$ cat src/rtl/mnacidpro_valve_seq.sv
// mnacidpro_valve_seq: protocol sequencer for the mnacidpro nucleic-acid chip.
// Steps LOAD -> LYSIS_MIX -> TRAP -> WASH -> ELUTE (per outlet) -> FLUSH -> DONE,
// driving eleven single-valve lines (1 = closed) and a 3-bit peristaltic pump bus.
// Optional macro MNACID_SEQ_PAUSE_EN adds a 'pause' input that freezes all phase
// counters and closes the pump while a run is in LOAD..FLUSH.
// Ports:
//   clk, rst          clock, synchronous active-high reset
//   start, abort      host run control (start sampled only in IDLE)
//   pause             (MNACID_SEQ_PAUSE_EN only) freeze the running phase
//   *_ctrl            valve drives, 1 = closed
//   pump[2:0]         pump valves, 1 = closed
//   collect_sel       one-hot active outlet during ELUTE
//   phase, busy, done, aborted   host status
module mnacidpro_valve_seq #(
    parameter int unsigned SIZE      = 4,
    parameter int unsigned CNT_W     = 16,
    parameter int unsigned PUMP_DIV  = 8,
    parameter int unsigned MIX_STEPS = 6,
    parameter int unsigned T_LOAD    = 64,
    parameter int unsigned T_LYSIS   = 64,
    parameter int unsigned T_TRAP    = 64,
    parameter int unsigned T_WASH    = 64,
    parameter int unsigned T_ELUTE   = 64,
    parameter int unsigned T_FLUSH   = 64
) (
    input  logic            clk,
    input  logic            rst,
    input  logic            start,
    input  logic            abort,
`ifdef MNACID_SEQ_PAUSE_EN
    input  logic            pause,
`endif
    output logic            lysis_ctrl,
    output logic            wash_ctrl,
    output logic            elute_ctrl,
    output logic            dead_end_ctrl,
    output logic            vertical_ctrl,
    output logic            horiz_ctrl,
    output logic            waste_ctrl,
    output logic            bead_ctrl,
    output logic            loop_exit_ctrl,
    output logic            bead_trap_ctrl,
    output logic            collect_ctrl,
    output logic [2:0]      pump,
    output logic [SIZE-1:0] collect_sel,
    output logic [3:0]      phase,
    output logic            busy,
    output logic            done,
    output logic            aborted
);

    localparam int unsigned IDX_W = (SIZE > 1) ? $clog2(SIZE) : 1;
    localparam int unsigned DIV_W = (PUMP_DIV > 1) ? $clog2(PUMP_DIV) : 1;
    localparam int unsigned MIX_W = (MIX_STEPS > 1) ? $clog2(MIX_STEPS) : 1;
    localparam int unsigned NV    = 11;

    // Bit positions inside the valve vector
    localparam int unsigned VB_LYSIS = 10, VB_WASH = 9, VB_ELUTE = 8, VB_DEAD = 7,
                            VB_VERT = 6, VB_HORIZ = 5, VB_WASTE = 4, VB_BEAD = 3,
                            VB_LOOP = 2, VB_TRAP = 1, VB_COLLECT = 0;

    typedef enum logic [3:0] {
        S_IDLE  = 4'd0, S_LOAD  = 4'd1, S_LYSIS = 4'd2, S_TRAP = 4'd3,
        S_WASH  = 4'd4, S_ELUTE = 4'd5, S_FLUSH = 4'd6, S_DONE = 4'd7
    } state_e;

    state_e            state_q, state_d;
    logic [CNT_W-1:0]  cnt_q, cnt_d;
    logic [IDX_W-1:0]  idx_q, idx_d;
    logic [DIV_W-1:0]  div_q, div_d;
    logic [2:0]        step_q, step_d;
    logic [MIX_W-1:0]  mixc_q, mixc_d;
    logic              dir_q, dir_d;
    logic [NV-1:0]     valve_q, valve_d;
    logic [2:0]        pump_q, pump_d;
    logic [SIZE-1:0]   sel_q, sel_d;
    logic              busy_q, busy_d;
    logic              done_q, done_d;
    logic              aborted_q, aborted_d;

    logic              active_c, freeze_c, tc_c, entry_c, fwd_c;
    logic [CNT_W-1:0]  t_last_c;

    // Forward pump table; step index 0..5
    function automatic logic [2:0] pump_pat(input logic [2:0] s);
        case (s)
            3'd0:    pump_pat = 3'b011;
            3'd1:    pump_pat = 3'b001;
            3'd2:    pump_pat = 3'b101;
            3'd3:    pump_pat = 3'b100;
            3'd4:    pump_pat = 3'b110;
            default: pump_pat = 3'b010;
        endcase
    endfunction

    // Last timer value of the current phase
    always_comb begin
        case (state_q)
            S_LOAD:  t_last_c = CNT_W'(T_LOAD - 1);
            S_LYSIS: t_last_c = CNT_W'(T_LYSIS - 1);
            S_TRAP:  t_last_c = CNT_W'(T_TRAP - 1);
            S_WASH:  t_last_c = CNT_W'(T_WASH - 1);
            S_ELUTE: t_last_c = CNT_W'(T_ELUTE - 1);
            S_FLUSH: t_last_c = CNT_W'(T_FLUSH - 1);
            default: t_last_c = '0;
        endcase
    end

    assign active_c = (state_q != S_IDLE) && (state_q != S_DONE);
`ifdef MNACID_SEQ_PAUSE_EN
    assign freeze_c = active_c && pause;
`else
    assign freeze_c = 1'b0;
`endif
    assign tc_c = (cnt_q == t_last_c) && !freeze_c;

    // Next state, counters and registered outputs
    always_comb begin
        state_d   = state_q;
        cnt_d     = freeze_c ? cnt_q : cnt_q + CNT_W'(1);
        idx_d     = idx_q;
        div_d     = div_q;
        step_d    = step_q;
        mixc_d    = mixc_q;
        dir_d     = dir_q;
        aborted_d = aborted_q;
        entry_c   = 1'b0;
        fwd_c     = 1'b1;

        // Pump divider; in LYSIS_MIX the direction flips before the move that
        // completes MIX_STEPS patterns in the current direction.
        if (active_c && !freeze_c) begin
            if (div_q == DIV_W'(PUMP_DIV - 1)) begin
                div_d = '0;
                if (state_q == S_LYSIS) begin
                    if (mixc_q == MIX_W'(MIX_STEPS - 1)) begin
                        mixc_d = '0;
                        dir_d  = ~dir_q;
                        fwd_c  = dir_q;
                    end else begin
                        mixc_d = mixc_q + MIX_W'(1);
                        fwd_c  = ~dir_q;
                    end
                end
                if (fwd_c) step_d = (step_q == 3'd5) ? 3'd0 : step_q + 3'd1;
                else       step_d = (step_q == 3'd0) ? 3'd5 : step_q - 3'd1;
            end else begin
                div_d = div_q + DIV_W'(1);
            end
        end

        case (state_q)
            S_IDLE: begin
                cnt_d = '0;
                if (start && !abort) begin
                    state_d   = S_LOAD;
                    aborted_d = 1'b0;
                    entry_c   = 1'b1;
                end
            end
            S_LOAD:  if (tc_c) begin state_d = S_LYSIS; entry_c = 1'b1; end
            S_LYSIS: if (tc_c) begin state_d = S_TRAP;  entry_c = 1'b1; end
            S_TRAP:  if (tc_c) begin state_d = S_WASH;  entry_c = 1'b1; end
            S_WASH:  if (tc_c) begin state_d = S_ELUTE; entry_c = 1'b1; end
            S_ELUTE: begin
                // Outlet change restarts only the timer; pump keeps its rhythm
                if (tc_c) begin
                    if (idx_q == IDX_W'(SIZE - 1)) begin
                        state_d = S_FLUSH;
                        entry_c = 1'b1;
                    end else begin
                        idx_d = idx_q + IDX_W'(1);
                        cnt_d = '0;
                    end
                end
            end
            S_FLUSH: begin
                // An aborted run skips DONE so no done pulse is produced
                if (tc_c) begin
                    state_d = aborted_q ? S_IDLE : S_DONE;
                    entry_c = 1'b1;
                end
            end
            S_DONE: begin
                state_d = S_IDLE;
                entry_c = 1'b1;
            end
            default: begin
                state_d = S_IDLE;
                entry_c = 1'b1;
            end
        endcase

        if (abort && active_c && (state_q != S_FLUSH)) begin
            state_d   = S_FLUSH;
            aborted_d = 1'b1;
            entry_c   = 1'b1;
        end

        if (entry_c) begin
            cnt_d  = '0;
            idx_d  = '0;
            div_d  = '0;
            step_d = 3'd0;
            mixc_d = '0;
            dir_d  = 1'b0;
        end

        valve_d = '1;
        case (state_d)
            S_LOAD: begin
                valve_d[VB_BEAD] = 1'b0; valve_d[VB_LYSIS] = 1'b0; valve_d[VB_DEAD] = 1'b0;
            end
            S_LYSIS: begin
                valve_d[VB_VERT] = 1'b0; valve_d[VB_HORIZ] = 1'b0;
            end
            S_TRAP: begin
                valve_d[VB_TRAP] = 1'b0; valve_d[VB_LOOP] = 1'b0; valve_d[VB_WASTE] = 1'b0;
            end
            S_WASH: begin
                valve_d[VB_WASH] = 1'b0; valve_d[VB_TRAP] = 1'b0; valve_d[VB_WASTE] = 1'b0;
            end
            S_ELUTE: begin
                valve_d[VB_ELUTE] = 1'b0; valve_d[VB_TRAP] = 1'b0; valve_d[VB_COLLECT] = 1'b0;
            end
            S_FLUSH: begin
                valve_d[VB_WASH] = 1'b0; valve_d[VB_DEAD] = 1'b0; valve_d[VB_VERT] = 1'b0;
                valve_d[VB_HORIZ] = 1'b0; valve_d[VB_LOOP] = 1'b0; valve_d[VB_WASTE] = 1'b0;
            end
            default: valve_d = '1;
        endcase

        if (state_d == S_IDLE || state_d == S_DONE || freeze_c) pump_d = 3'b111;
        else                                                    pump_d = pump_pat(step_d);

        sel_d  = (state_d == S_ELUTE) ? (SIZE'(1) << idx_d) : '0;
        busy_d = (state_d != S_IDLE);
        done_d = (state_d == S_DONE);
    end

    always_ff @(posedge clk) begin
        if (rst) begin
            state_q   <= S_IDLE;
            cnt_q     <= '0;
            idx_q     <= '0;
            div_q     <= '0;
            step_q    <= 3'd0;
            mixc_q    <= '0;
            dir_q     <= 1'b0;
            valve_q   <= '1;
            pump_q    <= 3'b111;
            sel_q     <= '0;
            busy_q    <= 1'b0;
            done_q    <= 1'b0;
            aborted_q <= 1'b0;
        end else begin
            state_q   <= state_d;
            cnt_q     <= cnt_d;
            idx_q     <= idx_d;
            div_q     <= div_d;
            step_q    <= step_d;
            mixc_q    <= mixc_d;
            dir_q     <= dir_d;
            valve_q   <= valve_d;
            pump_q    <= pump_d;
            sel_q     <= sel_d;
            busy_q    <= busy_d;
            done_q    <= done_d;
            aborted_q <= aborted_d;
        end
    end

    assign lysis_ctrl     = valve_q[VB_LYSIS];
    assign wash_ctrl      = valve_q[VB_WASH];
    assign elute_ctrl     = valve_q[VB_ELUTE];
    assign dead_end_ctrl  = valve_q[VB_DEAD];
    assign vertical_ctrl  = valve_q[VB_VERT];
    assign horiz_ctrl     = valve_q[VB_HORIZ];
    assign waste_ctrl     = valve_q[VB_WASTE];
    assign bead_ctrl      = valve_q[VB_BEAD];
    assign loop_exit_ctrl = valve_q[VB_LOOP];
    assign bead_trap_ctrl = valve_q[VB_TRAP];
    assign collect_ctrl   = valve_q[VB_COLLECT];
    assign pump           = pump_q;
    assign collect_sel    = sel_q;
    assign phase          = 4'(state_q);
    assign busy           = busy_q;
    assign done           = done_q;
    assign aborted        = aborted_q;

endmodule

$ cat config.mk
export PLATFORM = sky130hd
export DESIGN_NAME = mnacidpro_valve_seq
export DESIGN_NICKNAME = d
export VERILOG_FILES = /design/src/rtl/mnacidpro_valve_seq.sv
export SDC_FILE = /design/constraint.sdc
export NUM_CORES = 1
export LEC_CHECK = 0
export BUFFER_PORTS_ARGS = -buffer_cell sky130_fd_sc_hd__buf_2
export CELL_PAD_IN_SITES_DETAIL_PLACEMENT = 1
export CELL_PAD_IN_SITES_GLOBAL_PLACEMENT = 2
export CORE_ASPECT_RATIO = 0.6
export CORE_MARGIN = 2
export CORE_UTILIZATION = 35
export CTS_CLUSTER_DIAMETER = 100
export DETAILED_ROUTE_END_ITERATION = 8
export PLACE_DENSITY_LB_ADDON = 0.08
export SYNTH_ARGS = -nofsm -noshare
export SYNTH_HDL_FRONTEND = slang
export SYNTH_SLANG_ARGS = --single-unit
$ cat constraint.sdc
create_clock -name clk -period 3.6 [get_ports clk]
set_input_delay 0.36 -clock clk [delete_from_list [all_inputs] [get_ports clk]]
set_output_delay 0.36 -clock clk [all_outputs]
set_load 0.02 [all_outputs]
; ---- After elaboration in Yosys (flattened, before gate mapping)
; Index checks and enable logic that the tools add are counted.
[word_totals]
rom_bits = 0
word_cells = 123
register_bits = 53
ramBits = 0
memories = 0
input_bits = 4
latch_bits = 0
out_inout_bits = 25
[classes]
n_div = 0
mux = 49
magnitude_cmp = 0
n_reduce_logical = 28
mul = 0
bitwise_logic = 2
add_sub_neg = 6
shift = 1
eq_ne = 24
[op_table]
columns = cell, n
row1 = $mux 4, 9
row2 = $mux 16, 2
row3 = $pmux 16 s2, 1
row4 = $eq 4x3->1 const B, 7
row5 = $pmux 4 s7, 1
row6 = $mux 3, 9
row7 = $mux 1, 19
row8 = $add 16x1->16 const B, 1
row9 = $eq 16x16->1, 1
row10 = $eq 4x2->1 const B, 4
row11 = $pmux 3 s5, 1
row12 = $reduce_or 2->1, 7
row13 = $eq 3x3->1 const B, 4
row14 = $mux 2, 5
row15 = $add 3x1->3 const B, 3
row16 = $eq 4x1->1 const B, 2
row17 = $logic_not 4->1, 2
row18 = $ne 4x3->1 const B, 2
row19 = $reduce_bool 4->1, 2
row20 = $eq 3x2->1 const B, 2
row21 = $logic_not 3->1, 2
row22 = $mux 6, 1
row23 = $reduce_or 3->1, 2
row24 = $reduce_or 6->1, 1
row25 = 15 further kinds, 20

; ---- Logic depth before layout (Yosys ltp)
; Gate-level depths: netlist of run 1.
[depth]
depth_word = 11
depth_mapped = 10
depth_no_buf = 8

; ---- Least setup slack after synthesis of run 1
; No wires, ideal clock.
[synth_path]
path_kind = reg-to-reg
startpoint = register state_q[2] (netlist: phase[2])
endpoint = register sel_q[2] (netlist: collect_sel[2])
synth_period_minus_slack_ps = 2897
setup_ps = 60
t_arrival_ps = 2836
t_required_ps = 3540
n_path_buf = 3
stages_incl_launch_ff = 11
path_slack_ps = 703
path_cell_list = dfxtp_1 -> buf_4 -> or3_1 -> nand3_2 -> mux2_4 -> or3_1 -> and3_4 -> buf_6 -> or4_4 -> buf_6 -> and3b_1
[synth_via]
elab_chain_cells = 10
elab_cells_between_ends = 38
classes_between = eq/ne (10) / shift (1) / mux (18) / bitwise (1) / reduce/logical (8)
[synth_lines]
columns = element, line_no
row1 = "start, declared", 67  ; state_e state_q, state_d;
row2 = "start signal, assigned", 257  ; state_q <= state_d;
row3 = $eq 4x2->1 (tied with other cells), "98, 152"
row4 = $reduce_or 6->1 (no source line), -
row5 = $mux 6, 98  ; case (state_q)
row6 = $eq 16x16->1, 115  ; assign tc_c = (cnt_q == t_last_c) && !freeze_c;
row7 = $mux 4 (tied with other cells), 179  ; if (tc_c) begin
row8 = $pmux 4 s7, 152  ; case (state_q)
row9 = $mux 4, 194  ; if (abort && active_c && (state_q != S_FLUSH)) begin
row10 = $eq 4x3->1, 236  ; sel_d = (state_d == S_ELUTE) ? (SIZE'(1) << idx_d) : '0;
row11 = $not 1->1 (no source line), -
row12 = $reduce_or 2->1 (no source line), -
row13 = "end signal, assigned", 266  ; sel_q <= sel_d;
row14 = "end, declared", 76  ; logic [SIZE-1:0] sel_q, sel_d;
; Several ways; a longest one is shown, not always the timed one.
; A chain may end at the register's enable or synchronous reset.

; ---- Worst setup path in the final report of run 1
[layout_path]
startpoint = register state_q[0] (netlist: phase[0])
endpoint = register sel_q[0] (netlist: collect_sel[0])
; The elaborated chain is that of the path after synthesis.

==> summary.txt, run 1 <==
Timing
  – Rel. slew slack: 50.1%
  – Worst Max-Slew Pin Slew: 0.742 ns
  – Fmax: 322 MHz
  – Hold Fails Final Rpt: 0
  – RSZ-0062 raised after global routing: no
  – Setup TNS: 0 ns
  – Min cycle time layout: 3.11 ns
  – Layout Skew: 0.00598 ns
  – Max Slew Vio Count: 0
  – Tcrit/Tclk final: 86.3%
  – Setup-failing EPs final: 0

Setup path
  – CP top delay family: simple AND/OR/NAND/NOR gates
  – Critical path startpoint category: flip-flop
  – Max incr delay on CP: 0.73 ns
  – CP bufs+invs: 0
  – Worst-path cell chain: or3_1 -> nand3_2 -> mux2_4 -> a2111oi_2 -> o31ai_1 -> or4_4 -> nor3b_1
  – Crit path max-delay cell type: dfxtp_1
  – Worst path arrival time: 3.31 ns
  – Worst setup EP type: flip-flop
  – Worst path required time: 3.81 ns
  – Worst setup path class: reg -> reg
  – CP Depth: 7
  – R2r worst-path depth: 7
  – Critical path fanouts, max: 19

Power
  – Leakage power: 1.09 nW
  – Pwr/cell area: 448 nW/µm²
  – VDD IR max: 0.000210 V

Logic synthesis
  – Post-Syn Nets: 287
  – Largest area contributor in the synthesized netlist: dfxtp_1
  – Largest cells by area after synthesis: dfxtp_1 41%, nor2_1 7.4%, xor2_1 4.7%, nand2_1 2.9%, nand3_1 2.5%
  – Cells after synthesis: 279
  – Ys Warns: 0
  – Commonest register cell after synthesis: dfxtp_1
  – FFs w/ async S/R, synth: 0%
  – Yosys reg bits: 50
  – Mean post-synth cell area: 8.70 µm²
  – Post-synthesis cell area: 2430 µm²
  – Count of flip-flops with a built-in enable after synthesis: 0
  – Synth top area share: 41.2%
  – Number of library cell types mapped by synthesis: 62
  – Post-synthesis sequential area ratio: 41.2%

Drt
  – Vias: 2048
  – WL per Instance: 15.1 µm
  – Routed Antenna Nets: 0
  – Vias per inst: 5.20
  – DRC viols: 0
  – DRT iter0 DRCs: 153
  – DRT Wirelength: 5960 µm
  – Router iterations before antenna repair: 4

Floorplanning
  – Placeable Area: 6710 µm²
  – Height of the die: 68.5 µm
  – Die area: 7640 µm²
  – Die X: 112 µm
  – I/O pins: 29
  – # rows: 23
  – Starting density of the core: 36.2%

Final layout
  – Layout cell share with drive strength beyond 1: 17.9%
  – Inserted Diodes: 0
  – Final instance area: 2790 µm²
  – Nets: 314
  – Filler Cells Inserted: 813
  – Area Growth Syn to Fin: 14.9%

Global routing
  – Tot GR Track Use: 16.5%
  – First-pass GRT wire length: 9850 µm
  – Vias in the first global route: 1908
  – Grt total ovfl: 0
  – Largest net degree at the start of global routing: 20
  – Antenna violations before repair: 0

Clock network
  – TritonCTS Buffers: 5
  – Clk buf depth: 2
  – # clock sinks: 50
  – Htree depth: 2
  – Clock-pin slew on the worst setup and hold paths: 0.07 ns
  – Clock latency on the worst-skew pair: 0.29 ns
  – CTS root buffer: clkbuf_16
  – Hold_buf cts: 0
  – Postcts setup bufs: 0
  – Post_cts resized: 0
  – CTS tree: yes

Placement
  – Post-placement cell area: 2640 µm²
  – IO buf count: 28
  – Gp weighted congestion: 0.852
  – Placed wire-length estimate: 4550 µm

Hold path
  – Worst min-delay path class: in -> reg
  – Worst Hold Depth: 2

Job
  – Max_cap viols: 0

Run status
  – Status: complete, no violations
==> flip-flops by register name, indices dropped and copies added (netlist names), 2 cells and up <==
signal	count
cnt_q	16
collect_sel	4
div_q	3
idx_q	2
mixc_q	3
phase	4
pump	3
step_q	3
valve_q	8
==> routing by layer <==
metal	GRT usage (%)	vias to the layer above	wire length [µm]
li1	-	1039	-
met1	25.7	964	3460
met2	22.1	37	2150
met3	4.37	8	295
met4	3.70	0	51
met5	0	-	0
==> cells in the final DEF, fill, tap and decap left out, drive strengths merged, types with 2 or more instances in the layout <==
cell	Yosys	routed
nor2	48	48
a21oi	10	10
nand2	20	20
nand4	3	3
clkbuf	8	7
nand3b	2	2
nor3	6	6
a21o	2	2
o31ai	3	3
nor4	6	6
o211ai	3	3
o21ai	6	6
and3	4	4
a31oi	4	4
nand2b	6	6
mux2	2	2
and4	3	3
xor2	13	13
and2	3	3
xnor2	6	6
dfxtp	50	50
or4	2	2
or3	5	5
buf	8	36
or2	2	2
mux2i	5	5
nor4b	4	4
nand3	13	13
inv	5	5
ha	4	4
o221ai	2	2
o311ai	2	2
==> worst paths after layout <==
check | startpoint | to | slack (ns)
max | phase[0]$_SDFF_PP0_ | collect_sel[0]$_SDFF_PP0_ | 0.49
min | rst | idx_q[0]$_SDFF_PP0_ | 0.42
max reg2reg | phase[0]$_SDFF_PP0_ | collect_sel[0]$_SDFF_PP0_ | 0.49
min reg2reg | cnt_q[0]$_SDFF_PP0_ | cnt_q[0]$_SDFF_PP0_ | 0.48
==> power by group <==
| part | internal, mW | switching, mW |
|---|---|---|
| Sequential | 0.572 | 0.0127 |
| Combinational | 0.0677 | 0.121 |
| Clock | 0.276 | 0.199 |
==> layout make-up <==
class,count,area (µm²),area share [%]
Clock buffer,7,143,5.11
Clock inverter,1,5.00,0.179
Inverter,5,18.8,0.673
Multi-Input combinational cell,208,1310,47.1
Sequential cell,50,1000,35.9
Tap cell,87,109,3.90
Timing Repair Buffer,36,200,7.18
==> synthesized netlist by cell type, types with 2 or more instances <==
master / count
a21o_1: 2
a31oi_1: 4
o221ai_1: 2
o31ai_1: 3
o211ai_1: 3
clkbuf_1: 8
a21oi_1: 10
xor2_1: 13
buf_6: 2
or3_1: 5
and2_1: 2
nand4_1: 3
o21ai_0: 6
nand2b_1: 6
xnor2_1: 6
nor2_1: 48
nand2_1: 19
dfxtp_1: 50
mux2i_1: 5
inv_1: 5
nor4b_1: 4
and3_1: 3
nor4_1: 6
and4_1: 2
nand3b_1: 2
buf_4: 5
nor3_1: 6
ha_1: 4
nand3_1: 12
==> kinds of logic after synthesis <==
group                    after synthesis  share of synthesized area [%]
flip-flops                            50                           41.2
AND/OR/NAND/NOR                      133                           28.8
XOR/XNOR                              19                           6.86
multiplexers                           7                           3.14
adder cells (fa/ha/maj)                4                           2.06
other                                  1                          0.154
AO/OA/AOI/OAI                         44                           13.1
buffers and inverters                 21                           4.69
==> worst register-to-register path: stages (launching register included) <==
cell and delay [ns]:
dfxtp_1 0.73, or3_1 0.29, nand3_2 0.14, mux2_4 0.36
a2111oi_2 0.42, o31ai_1 0.27, or4_4 0.61, nor3b_1 0.22
==> per-stage QoR <==
stage / setup WS [ns] / instances / hold slack, ns / util (%) / power (mW)
2_1_floorplan: 0.703 / 279 / 0.442 / - / 0.735
3_3_place_gp: 0.661 / 386 / 0.463 / 39.4 / 0.785
3_5_place_dp: 0.552 / 386 / 0.471 / 39.4 / 0.786
4_1_cts: 0.494 / 394 / 0.408 / 41.6 / 1.26
5_1_grt: 0.295 / 394 / 0.448 / 41.6 / 1.31
6_report: 0.493 / 394 / 0.417 / 41.6 / 1.25
No activity file was read; power rests on OpenSTA's default activity.
==> run 2: changes to the inputs <==
--- a/config.mk
+++ b/config.mk
@@ -7,6 +7,5 @@
 export LEC_CHECK = 0
-export BUFFER_PORTS_ARGS = -buffer_cell sky130_fd_sc_hd__buf_2
+export BUFFER_PORTS_ARGS = -buffer_cell sky130_fd_sc_hd__clkbuf_2
 export CELL_PAD_IN_SITES_DETAIL_PLACEMENT = 1
 export CELL_PAD_IN_SITES_GLOBAL_PLACEMENT = 2
-export CORE_ASPECT_RATIO = 0.6
 export CORE_MARGIN = 2
--- a/constraint.sdc
+++ b/constraint.sdc
@@ -3,2 +3,2 @@
 set_output_delay 0.36 -clock clk [all_outputs]
-set_load 0.02 [all_outputs]
+set_load 0.005 [all_outputs]
==> summary.txt, run 2 (same netlist as run 1, synthesis figures left out) <==
Floorplanning
  – Height of the die: 87.3 µm
  – # rows: 30
  – I/O pins: 29
  – Placeable Area: 6760 µm²
  – Starting density of the core: 35.9%
  – Die area: 7620 µm²
  – Die X: 87.3 µm

Final layout
  – Register area: 1000 µm²
  – Layout cell share with drive strength beyond 1: 17.7%
  – Area Growth Syn to Fin: 12.3%
  – Biggest regs: cnt_q (16), valve_q (8)
  – Filler Cells Inserted: 837
  – Most frequent cells in the layout: 50 x dfxtp_1, 48 x nor2_1, 28 x clkbuf_2
  – Area of the multi-input gates: 1310 µm²
  – Largest register FFs: 16
  – Commonest non-fill, non-tap cell in the layout: dfxtp_1
  – Inserted Diodes: 0
  – Reg with most FFs: cnt_q
  – Nets: 312

Drt
  – Router iterations before antenna repair: 4
  – Vias: 2040
  – WL per Instance: 14.2 µm
  – DRT Wirelength: 5480 µm
  – DRC viols: 0
  – Vias per inst: 5.30
  – Routed Antenna Nets: 0
  – DRT iter0 DRCs: 83

Timing
  – RSZ-0062 raised after global routing: no
  – Hold Fails Final Rpt: 0
  – Layout Skew: 0.00608 ns
  – Setup TNS: 0 ns
  – Setup-failing EPs final: 0
  – Max Slew Vio Count: 0
  – Worst Max-Slew Pin Slew: 0.681 ns
  – Fmax: 331 MHz
  – Tcrit/Tclk final: 83.8%
  – Min cycle time layout: 3.02 ns
  – Rel. slew slack: 54.0%

Run status
  – Status: complete, no violations

Power
  – VDD IR max: 0.000212 V
  – Final Power: 1.14 mW
  – Pwr/cell area: 417 nW/µm²
  – Leakage power: 1.07 nW

Clock network
  – Post_cts resized: 0
  – CTS tree: yes
  – TritonCTS Buffers: 5
  – Postcts setup bufs: 0
  – Clock latency on the worst-skew pair: 0.30 ns
  – # clock sinks: 50
  – CTS root buffer: clkbuf_8
  – Clock-pin slew on the worst setup and hold paths: 0.09 ns
  – Htree depth: 2
  – Hold_buf cts: 0
  – Clk buf depth: 2

Hold path
  – Worst min-delay path class: in -> reg

Setup path
  – Worst-path cell chain: or3_1 -> nand3_2 -> mux2_4 -> a2111oi_2 -> o31ai_1 -> or4_4 -> and3b_1
  – Critical path fanouts, max: 21
  – Worst setup EP type: flip-flop
  – Worst path required time: 3.85 ns
  – Critical path startpoint category: flip-flop
  – Max incr delay on CP: 0.72 ns
  – Worst setup path class: reg -> reg
  – Worst path arrival time: 3.26 ns
  – Crit path max-delay cell type: dfxtp_1

Global routing
  – Largest net degree at the start of global routing: 22
  – Grt total ovfl: 0
  – Antenna violations before repair: 0
  – Tot GR Track Use: 15.6%
  – Vias in the first global route: 1888
  – First-pass GRT wire length: 9410 µm

Placement
  – Gp weighted congestion: 0.769
  – IO buf count: 28
  – Placed wire-length estimate: 4090 µm

Job
  – Max_cap viols: 0
==> run 2: layout make-up <==
cell class              count  share of cell area (%)
multi-input cells         208                    48.1
flip-flops and latches     50                    36.7
repair buffers             34                    6.79
well taps                  80                    3.67
clock buffers               5                    2.52
clock inverters             3                    1.47
inverters                   5                   0.688
==> run 2: worst paths after layout <==
check,to,cells past startpoint,from,slack (ns)
setup / recovery,collect_sel[2]$_SDFF_PP0_,7,phase[1]$_SDFF_PP0_,0.58
setup reg to reg,collect_sel[2]$_SDFF_PP0_,7,phase[1]$_SDFF_PP0_,0.58
hold / removal,aborted$_SDFFE_PP0P_,2,rst,0.43
hold reg to reg,cnt_q[0]$_SDFF_PP0_,1,cnt_q[0]$_SDFF_PP0_,0.49
==> run 2: critical path, delay by kind of cell, from the launching register on <==
family / cells / cell delay, ns
compound gates: 2 / 0.64
flops: 1 / 0.72
mux: 1 / 0.36
simple gates: 4 / 1.23
==> run 2: stage by stage <==
| step | hold WS (ns) | util [%] | cell area (µm²) | std cells | setup WS [ns] |
|---|---|---|---|---|---|
| 2_1_floorplan | 0.442 | - | 2430 | 279 | 0.784 |
| 6_report | 0.427 | 40.4 | 2730 | 385 | 0.582 |
| 3_5_place_dp | 0.469 | 38.7 | 2620 | 377 | 0.614 |
| 3_3_place_gp | 0.459 | 38.7 | 2620 | 377 | 0.690 |
| 4_1_cts | 0.414 | 40.4 | 2730 | 385 | 0.570 |
| 5_1_grt | 0.435 | 40.4 | 2730 | 385 | 0.265 |
==> run 2: routing by layer <==
layer	wire [µm]	track usage, %	up-vias
met3	133	3.13	5
met5	0	0	-
met2	2460	23.5	23
li1	-	-	1039
met1	2840	22.7	973
met4	48	4.20	0
==> run 2: where the power goes <==
| group | internal, mW | total (mW) | switching [mW] | leakage [nW] |
|---|---|---|---|---|
| Clock | 0.205 | 0.391 | 0.186 | 0.0579 |
| Combinational | 0.0656 | 0.159 | 0.0938 | 0.606 |
| Sequential | 0.571 | 0.587 | 0.0158 | 0.406 |
